## src/rtl/pll_dyn_ctrl.sv

```systemverilog
// Divider-preset sequencer for a runtime-reconfigurable PLL: debounced key picks preset A/B,
// then the PLL is reset, lock is qualified, and failed attempts are retried a bounded number of times.
module pll_dyn_ctrl #(
  parameter int unsigned FDIV_A       = 9,
  parameter int unsigned IDIV_A       = 2,
  parameter int unsigned FDIV_B       = 12,
  parameter int unsigned IDIV_B       = 5,
  parameter int unsigned DEB_CYCLES   = 65536,
  parameter int unsigned RST_CYCLES   = 16,
  parameter int unsigned LOCK_STABLE  = 64,
  parameter int unsigned LOCK_TIMEOUT = 100000,
  parameter int unsigned MAX_RETRY    = 3
) (
  input  logic       clk,
  input  logic       rst,
  input  logic       key,
  input  logic       lock,
  output logic [5:0] fdiv,
  output logic [5:0] idiv,
  output logic       pll_reset,
  output logic       cur_sel,
  output logic       busy,
  output logic       locked,
  output logic       err
);

  localparam int unsigned DW  = $clog2(DEB_CYCLES + 1);
  localparam int unsigned RCW = $clog2(RST_CYCLES + 1);
  localparam int unsigned TW  = $clog2(LOCK_TIMEOUT + 1);
  localparam int unsigned SW  = $clog2(LOCK_STABLE + 1);
  localparam int unsigned RW  = (MAX_RETRY > 0) ? $clog2(MAX_RETRY + 1) : 1;

  localparam logic [DW-1:0]  DEB_LIM   = DW'(DEB_CYCLES);
  localparam logic [RCW-1:0] RST_LIM   = RCW'(RST_CYCLES);
  localparam logic [TW-1:0]  TMO_LIM   = TW'(LOCK_TIMEOUT);
  localparam logic [SW-1:0]  STB_LIM   = SW'(LOCK_STABLE);
  localparam logic [RW-1:0]  RETRY_LIM = RW'(MAX_RETRY);

  // The PLL primitive takes its dividers in inverted encoding.
  localparam logic [5:0] FDIV_A_ENC = ~6'(FDIV_A);
  localparam logic [5:0] IDIV_A_ENC = ~6'(IDIV_A);
  localparam logic [5:0] FDIV_B_ENC = ~6'(FDIV_B);
  localparam logic [5:0] IDIV_B_ENC = ~6'(IDIV_B);

  typedef enum logic [2:0] {IDLE, APPLY, RESET, WAIT_LOCK, FAIL} state_t;

  state_t          state, state_next;
  logic            key_meta, key_sync, lock_meta, lock_sync;
  logic            key_deb, fail_key;
  logic [DW-1:0]   deb_cnt;
  logic [RCW-1:0]  rst_cnt;
  logic [TW-1:0]   tmo_cnt;
  logic [SW-1:0]   stb_cnt;
  logic [RW-1:0]   retry_cnt;
  logic            rst_done, lock_hit, tmo_hit;

  // Two-flop synchronisers, then a key debouncer that only commits after a long stable run.
  always_ff @(posedge clk) begin
    if (rst) begin
      key_meta  <= 1'b0;
      key_sync  <= 1'b0;
      lock_meta <= 1'b0;
      lock_sync <= 1'b0;
      key_deb   <= 1'b0;
      deb_cnt   <= '0;
    end else begin
      key_meta  <= key;
      key_sync  <= key_meta;
      lock_meta <= lock;
      lock_sync <= lock_meta;
      if (key_sync != key_deb) begin
        if (deb_cnt + DW'(1) == DEB_LIM) begin
          key_deb <= key_sync;
          deb_cnt <= '0;
        end else begin
          deb_cnt <= deb_cnt + DW'(1);
        end
      end else begin
        deb_cnt <= '0;
      end
    end
  end

  // Next-state logic; a pending preset request takes priority over a lock loss in IDLE.
  always_comb begin
    state_next = state;
    rst_done   = (rst_cnt + RCW'(1) == RST_LIM);
    lock_hit   = lock_sync && (stb_cnt + SW'(1) == STB_LIM);
    tmo_hit    = (tmo_cnt + TW'(1) == TMO_LIM);
    case (state)
      IDLE: begin
        if (key_deb != cur_sel)
          state_next = APPLY;
        else if (!lock_sync)
          state_next = RESET;
      end
      APPLY:     state_next = RESET;
      RESET:     if (rst_done) state_next = WAIT_LOCK;
      WAIT_LOCK: begin
        if (lock_hit)
          state_next = IDLE;
        else if (tmo_hit)
          state_next = (retry_cnt < RETRY_LIM) ? RESET : FAIL;
      end
      FAIL:      if (key_deb != fail_key) state_next = APPLY;
      default:   state_next = RESET;
    endcase
    pll_reset = (state == RESET);
    busy      = (state != IDLE) && (state != FAIL);
    locked    = (state == IDLE);
    err       = (state == FAIL);
  end

  // State register plus the per-state counters, retry bookkeeping and the applied preset.
  always_ff @(posedge clk) begin
    if (rst) begin
      state     <= RESET;
      cur_sel   <= 1'b0;
      fdiv      <= FDIV_A_ENC;
      idiv      <= IDIV_A_ENC;
      rst_cnt   <= '0;
      tmo_cnt   <= '0;
      stb_cnt   <= '0;
      retry_cnt <= '0;
      fail_key  <= 1'b0;
    end else begin
      state   <= state_next;
      rst_cnt <= (state == RESET && state_next == RESET) ? rst_cnt + RCW'(1) : '0;
      if (state == WAIT_LOCK && state_next == WAIT_LOCK) begin
        tmo_cnt <= tmo_cnt + TW'(1);
        stb_cnt <= lock_sync ? stb_cnt + SW'(1) : '0;
      end else begin
        tmo_cnt <= '0;
        stb_cnt <= '0;
      end
      if (state == APPLY) begin
        cur_sel <= key_deb;
        fdiv    <= key_deb ? FDIV_B_ENC : FDIV_A_ENC;
        idiv    <= key_deb ? IDIV_B_ENC : IDIV_A_ENC;
      end
      if (state == APPLY || (state == IDLE && state_next == RESET))
        retry_cnt <= '0;
      else if (state == WAIT_LOCK && state_next == RESET)
        retry_cnt <= retry_cnt + RW'(1);
      // Remember the key level at FAIL entry so only a fresh toggle restarts.
      if (state_next == FAIL && state != FAIL)
        fail_key <= key_deb;
    end
  end

endmodule

```

## config.mk

```make
export PLATFORM = sky130hd
export DESIGN_NAME = pll_dyn_ctrl
export DESIGN_NICKNAME = d
export VERILOG_FILES = /design/src/rtl/pll_dyn_ctrl.sv
export SDC_FILE = /design/constraint.sdc
export NUM_CORES = 1
export LEC_CHECK = 0
export CAP_MARGIN = 20
export CELL_PAD_IN_SITES_DETAIL_PLACEMENT = 1
export CELL_PAD_IN_SITES_GLOBAL_PLACEMENT = 1
export CORE_MARGIN = 2
export CORE_UTILIZATION = 39
export CTS_BUF_LIST = sky130_fd_sc_hd__clkbuf_16
export DETAILED_ROUTE_END_ITERATION = 16
export PLACE_DENSITY_LB_ADDON = 0.12
export SYNTH_ARGS = -nofsm -noshare
export SYNTH_HDL_FRONTEND = slang
export SYNTH_SLANG_ARGS = --single-unit
```

## constraint.sdc

```tcl
create_clock -name clk -period 2.5 [get_ports clk]
set_input_delay 0.625 -clock clk [delete_from_list [all_inputs] [get_ports clk]]
set_output_delay 0.625 -clock clk [all_outputs]
set_load 0.1 [all_outputs]
```

==> results of run 1 <==
==> synth_stat cells (all sizes together) (4+ instances only) <==
cell type and instances:
a21oi 13, a31oi 5, and2 4, and4 7, buf 22, clkbuf 9
dfxtp 59, ha 8, inv 11, nand2 22, nand2b 6, nand3 22
nand4 19, nor2 54, nor2b 5, nor3 13, nor4 4, o21ai 7
or2 4, or3 5, xnor2 24, xor2 18
==> layer usage <==
metal / up-vias / routed length (um) / GRT usage [%]
li1: 1366 / - / -
met1: 1290 / 3572 / 21.81
met2: 29 / 3765 / 31.75
met3: 10 / 218 / 5.217
met4: 0 / 107 / 5.556
met5: - / 0 / 0
==> what timing repair did <==
action	4_1_cts	5_1_grt
endpoints found under the setup margin	0	40
setup buffers	0	1
resized for setup	0	15
==> worst paths after layout <==
check | start | end | slack, ns | depth (start not counted)
worst max-delay path | deb_cnt[5] | deb_cnt[2] | 0.13 | 8
worst min-delay path | rst_cnt[0] | rst_cnt[0] | 0.45 | 1
worst max register to register | deb_cnt[5] | deb_cnt[2] | 0.13 | 8
worst min register to register | rst_cnt[0] | rst_cnt[0] | 0.45 | 1
==> cell type report <==
| class | count | area (um^2) |
|---|---|---|
| fillers | 963 | 4218 |
| multi-input cells | 285 | 1906 |
| clock inverters | 6 | 25.02 |
| repair buffers | 44 | 400.4 |
| well taps | 105 | 131.4 |
| clock buffers | 9 | 225.2 |
| inverters | 11 | 41.29 |
| flip-flops and latches | 59 | 1187 |
==> cell families after synthesis <==
logic type,Yosys count,share of synthesized area [%]
buf+inv,42,7.393
flops,59,36.35
xor+xnor,42,11.32
fa+ha+maj,8,3.081
other cells,2,0.2311
mux,3,0.9626
simple gates,182,32.00
compound gates,43,8.664
==> stage by stage <==
stage	setup WS (ns)	setup TNS, ns	util (%)	hold WS [ns]	instances
2_1_floorplan	0.07684	0	-	0.4138	386
3_3_place_gp	0.09775	0	44.33	0.4295	503
3_5_place_dp	0.06306	0	44.33	0.4375	503
4_1_cts	0.05369	0	47.41	0.4490	518
5_1_grt	-0.04461	-0.04461	48.15	0.4616	519
6_report	0.1256	0	48.15	0.4460	519
==> worst reg2reg max path: stages (launching register included) <==
cell,delay (ns)
dfxtp_1,0.41
nand4_4,0.14
or4_4,0.56
a32o_1,0.22
a31oi_1,0.17
and4bb_1,0.25
or2_1,0.25
buf_12,0.18
nor2_1,0.13
==> power groups by stage <==
stage          clock network (W)   logic, W  registers [W]
6_report                 0.00106  0.0000806       0.000955
4_1_cts                  0.00109  0.0000807       0.000955
5_1_grt                  0.00114  0.0000860       0.000955
2_1_floorplan                  0  0.0000757       0.000973
3_3_place_gp                   0  0.0000795       0.000974
3_5_place_dp                   0  0.0000805       0.000975
==> state kept, by name, summed over array words and instances (netlist names), 2 cells and up <==
name / flops
stb_cnt: 7
state: 3
deb_cnt: 17
tmo_cnt: 17
rst_cnt: 5
retry_cnt: 2
idiv: 2
==> flow_metrics.py, run 1 <==
metrics = {
    "status": {
        "outcome": "finished clean",
    },
    "clocking": {
        "numCtsBuffers": 9,
        "cts_root_buffer": "clkbuf_16",
        "hold_buffers": 0,
        "numClockSinks": 59,
        "clockBufferDepth": 2,
        "clk_transition_reported_paths_ns": 0.05,
        "htreeDepth": 3,
        "cts_tree": "done",
        "clock_latency_ns": 0.33,
    },
    "power_and_ir_drop": {
        "p_sw_share_pct": 23.07,
        "p_switching_w": 0.0004833,
        "clkPwrFrac_pct": 50.5,
        "irDropWorstVdd_mv": 0.2800,
        "finalPower_w": 0.002095,
        "comb_power_share_pct": 3.8,
        "pwr-share-seq_pct": 45.6,
        "power.internal_w": 0.001611,
        "power.leakage_nw": 1.411,
        "p_per_area_nw_per_um2": 534.8,
    },
    "floorplanning": {
        "coreArea_um2": 8134,
        "rows": 33,
        "initial_core_util_pct": 39.95,
        "die_h_um": 95.28,
        "dieWidth_um": 95.28,
        "die_area_um2": 9078,
        "io_pins": 21,
    },
    "critical_path": {
        "cp.required_ns": 2.75,
        "crit_buf_inv": 1,
        "critPathSlowestCell": "or4_4",
        "cp.arrival_ns": 2.63,
        "slowest_delay_ns": 0.56,
        "critPathKind": "reg2reg",
        "path_cells": "nand4_4 -> or4_4 -> a32o_1 -> a31oi_1 -> and4bb_1 -> or2_1 -> buf_12 -> nor2_1",
        "crit_fanout": 15,
        "worstSetupEndpointType": "register",
        "cp-start-kind": "register",
        "crit_family": "simple AND/OR/NAND/NOR gates",
    },
    "logic_synthesis": {
        "synth_top_area_share_pct": 36.35,
        "ys_seq_elements": 59,
        "synth_ff_type": "dfxtp_1",
        "syn_inst": 381,
        "ys_seq_area_share_pct": 36.35,
        "yosys.area.top_type": "dfxtp_1",
        "synth_area_per_cell_um2": 8.529,
        "syn_area_um2": 3249,
        "async_reset_ff_share_pct": 0,
        "synth_cell_types": 57,
        "ys_warn_count": 0,
        "synth_enable_flop_cells": 0,
        "ys_top_cells_by_area": "dfxtp_1, xnor2_1, nor2_1",
    },
    "finish": {
        "final_nets": 422,
        "areaGrowthSynthToFinish_pct": 20.52,
        "layout-drive-gt1-share_pct": 20.29,
        "layout_common_cells": "dfxtp_1, nor2_1, buf_4",
        "fin_area_um2": 3916,
        "layout_commonest_cell": "dfxtp_1",
        "n_antenna_cell": 0,
    },
    "grt": {
        "grt_pass1_wl_um": 12910,
        "grt_max_degree": 22,
        "grt_usage_pct": 18.29,
        "antenna_found_initial": 0,
        "grt_pass1_vias": 2712,
        "overflow": 0,
    },
    "place": {
        "gp_congestion": 0.7905,
        "place_area_um2": 3606,
        "portBuffers": 13,
        "hpwlAfterDp_um": 5553,
    },
    "routing": {
        "drc_errors": 0,
        "drt_iter0_drc": 49,
        "first_pass_iters": 4,
        "vias_per_cell": 5.193,
        "wl_um": 7663,
        "drt.antenna.violating_nets": 0,
        "wl_per_cell_um": 14.76,
        "vias": 2695,
    },
    "flow_run": {
        "max_cap_viol_count": 0,
    },
    "sta": {
        "hold_viol_final": 0,
        "period_share_pct": 94.97,
        "fin_crit_ns": 2.374,
        "fmax_mhz": 421.2,
        "skew_ns": 0.006140,
        "finalSetupViolations": 0,
        "drv_slew": 0,
    },
    "worst_hold_path": {
        "hp-class": "reg2reg",
    },
}
Power figures use the tool's default switching activity.
==> inputs of run 2 (changes only) <==
CTS_CLUSTER_DIAMETER = 150   (was unset)
==> results of run 2 <==
The final DEF is identical to that of run 1; final timing and power are the same.
==> inputs of run 3 (changes only) <==
CORE_MARGIN = 4   (was 2)
CTS_CLUSTER_SIZE = 8   (was unset)
==> flow_metrics.py, run 3 (synthesis gave the netlist of run 1 again) <==
metrics = {
    "finish": {
        "layout-drive-gt1-share_pct": 20.05,
        "finalNonFillerCells": 519,
        "fillers": 986,
        "areaGrowthSynthToFinish_pct": 19.95,
        "final_nets": 421,
        "fin_area_um2": 3897,
        "n_antenna_cell": 0,
        "layout_common_cells": "dfxtp_1, nor2_1, buf_4",
        "layout_commonest_cell": "dfxtp_1",
        "reg_top3": "deb_cnt (17), tmo_cnt (17), stb_cnt (7)",
    },
    "sta": {
        "setup_ws_ns": 0.1563,
        "skew_ns": 0.004788,
        "fmax_mhz": 426.7,
        "period_share_pct": 93.75,
        "drv_slew": 0,
        "finalSetupViolations": 0,
        "hold_viol_final": 0,
        "fin_crit_ns": 2.344,
        "setup_tns_ns": 0,
    },
    "place": {
        "place_area_um2": 3598,
        "hpwlAfterDp_um": 5515,
        "place_ws_ns": -0.01716,
        "dpl.cell_count": 502,
        "portBuffers": 13,
        "gp_congestion": 0.7925,
    },
    "routing": {
        "vias": 2705,
        "vias_per_cell": 5.212,
        "wl_um": 7490,
        "first_pass_iters": 4,
        "drt.antenna.violating_nets": 0,
        "drc_errors": 0,
        "wl_per_cell_um": 14.43,
        "drt_iter0_drc": 62,
    },
    "critical_path": {
        "crit_fanout": 8,
        "cp-start-kind": "register",
        "cp.required_ns": 2.76,
        "critPathKind": "reg2reg",
        "cp.arrival_ns": 2.61,
        "worstSetupEndpointType": "register",
    },
    "clocking": {
        "clockBufferDepth": 2,
        "cts_tree": "done",
        "cts_root_buffer": "clkbuf_16",
        "clock_latency_ns": 0.32,
        "clk_transition_reported_paths_ns": 0.05,
        "hold_buffers": 0,
        "numClockSinks": 59,
        "htreeDepth": 3,
        "numCtsBuffers": 9,
    },
    "floorplanning": {
        "coreArea_um2": 8175,
        "rows": 33,
        "io_pins": 21,
        "die_h_um": 99.28,
        "initial_core_util_pct": 39.75,
        "die_area_um2": 9857,
        "dieWidth_um": 99.28,
    },
    "grt": {
        "grt_pass1_vias": 2801,
        "grt_max_degree": 22,
        "overflow": 0,
        "grt_usage_pct": 16.51,
        "antenna_found_initial": 0,
        "grt_pass1_wl_um": 13300,
    },
    "status": {
        "outcome": "finished clean",
    },
    "worst_hold_path": {
        "hp-class": "reg2reg",
    },
    "power_and_ir_drop": {
        "irDropWorstVdd_mv": 0.3020,
        "p_per_area_nw_per_um2": 534.4,
        "power.leakage_nw": 1.390,
        "finalPower_w": 0.002083,
    },
    "flow_run": {
        "max_cap_viol_count": 0,
    },
}
[run 3: worst paths after layout]
| check | from | endpoint | slack, ns | depth (start not counted) |
|---|---|---|---|---|
| setup / recovery | deb_cnt[3] | deb_cnt[10] | 0.16 | 8 |
| hold reg to reg | key_meta | key_sync | 0.44 | 1 |
| hold / removal | key_meta | key_sync | 0.44 | 1 |
| setup reg to reg | deb_cnt[3] | deb_cnt[10] | 0.16 | 8 |
[run 3: worst max-delay path, cell delays in order (launching register included)]
cell	delay, ns
dfxtp_2	0.37
nand4_2	0.16
or4_4	0.57
a32o_1	0.22
a31oi_1	0.16
and4bb_1	0.25
or2_1	0.23
buf_4	0.21
nor2_4	0.11
[run 3: final cells by class]
class                           instances  area, um^2  share of cell area (%)
Multi-Input combinational cell        285        1892                   48.54
Sequential cell                        59        1186                   30.43
Timing Repair Buffer                   43       392.9                   10.08
Clock buffer                            9       225.2                   5.778
Tap cell                              105       131.4                   3.371
Inverter                               11       41.29                   1.059
Clock inverter                          7       28.78                  0.7384
[run 3: routing by layer]
metal | vias to the layer above | share of wire (%) | GRT usage [%]
met5 | - | 0 | 0
met4 | 0 | 1.9 | 7.038
met3 | 12 | 2.1 | 3.086
met2 | 20 | 48 | 27.12
met1 | 1309 | 48 | 21.19
li1 | 1364 | - | -
[run 3: metrics by stage]
stage | utilization (%) | hold WS, ns
after floorplan | - | 0.4138
after global placement | 44.02 | 0.4291
after detailed placement | 44.02 | 0.4348
after CTS | 47.14 | 0.4508
after global routing | 47.67 | 0.4694
final | 47.67 | 0.4429
[run 3: where the power goes]
part	internal, W	total, W	leakage, nW	switching, W
clock	0.000647	0.00105	0.138	0.000402
combinational	0.0000157	0.0000789	0.773	0.0000632
sequential	0.000950	0.000956	0.479	0.00000564
[run 3: timing repair]
action / in CTS / in global routing
endpoints found under the hold margin: 0 / 0
pin swaps: 0 / 5
buffers inserted: 0 / 1
gates resized for setup: 1 / 11
setup endpoints to repair: 4 / 40
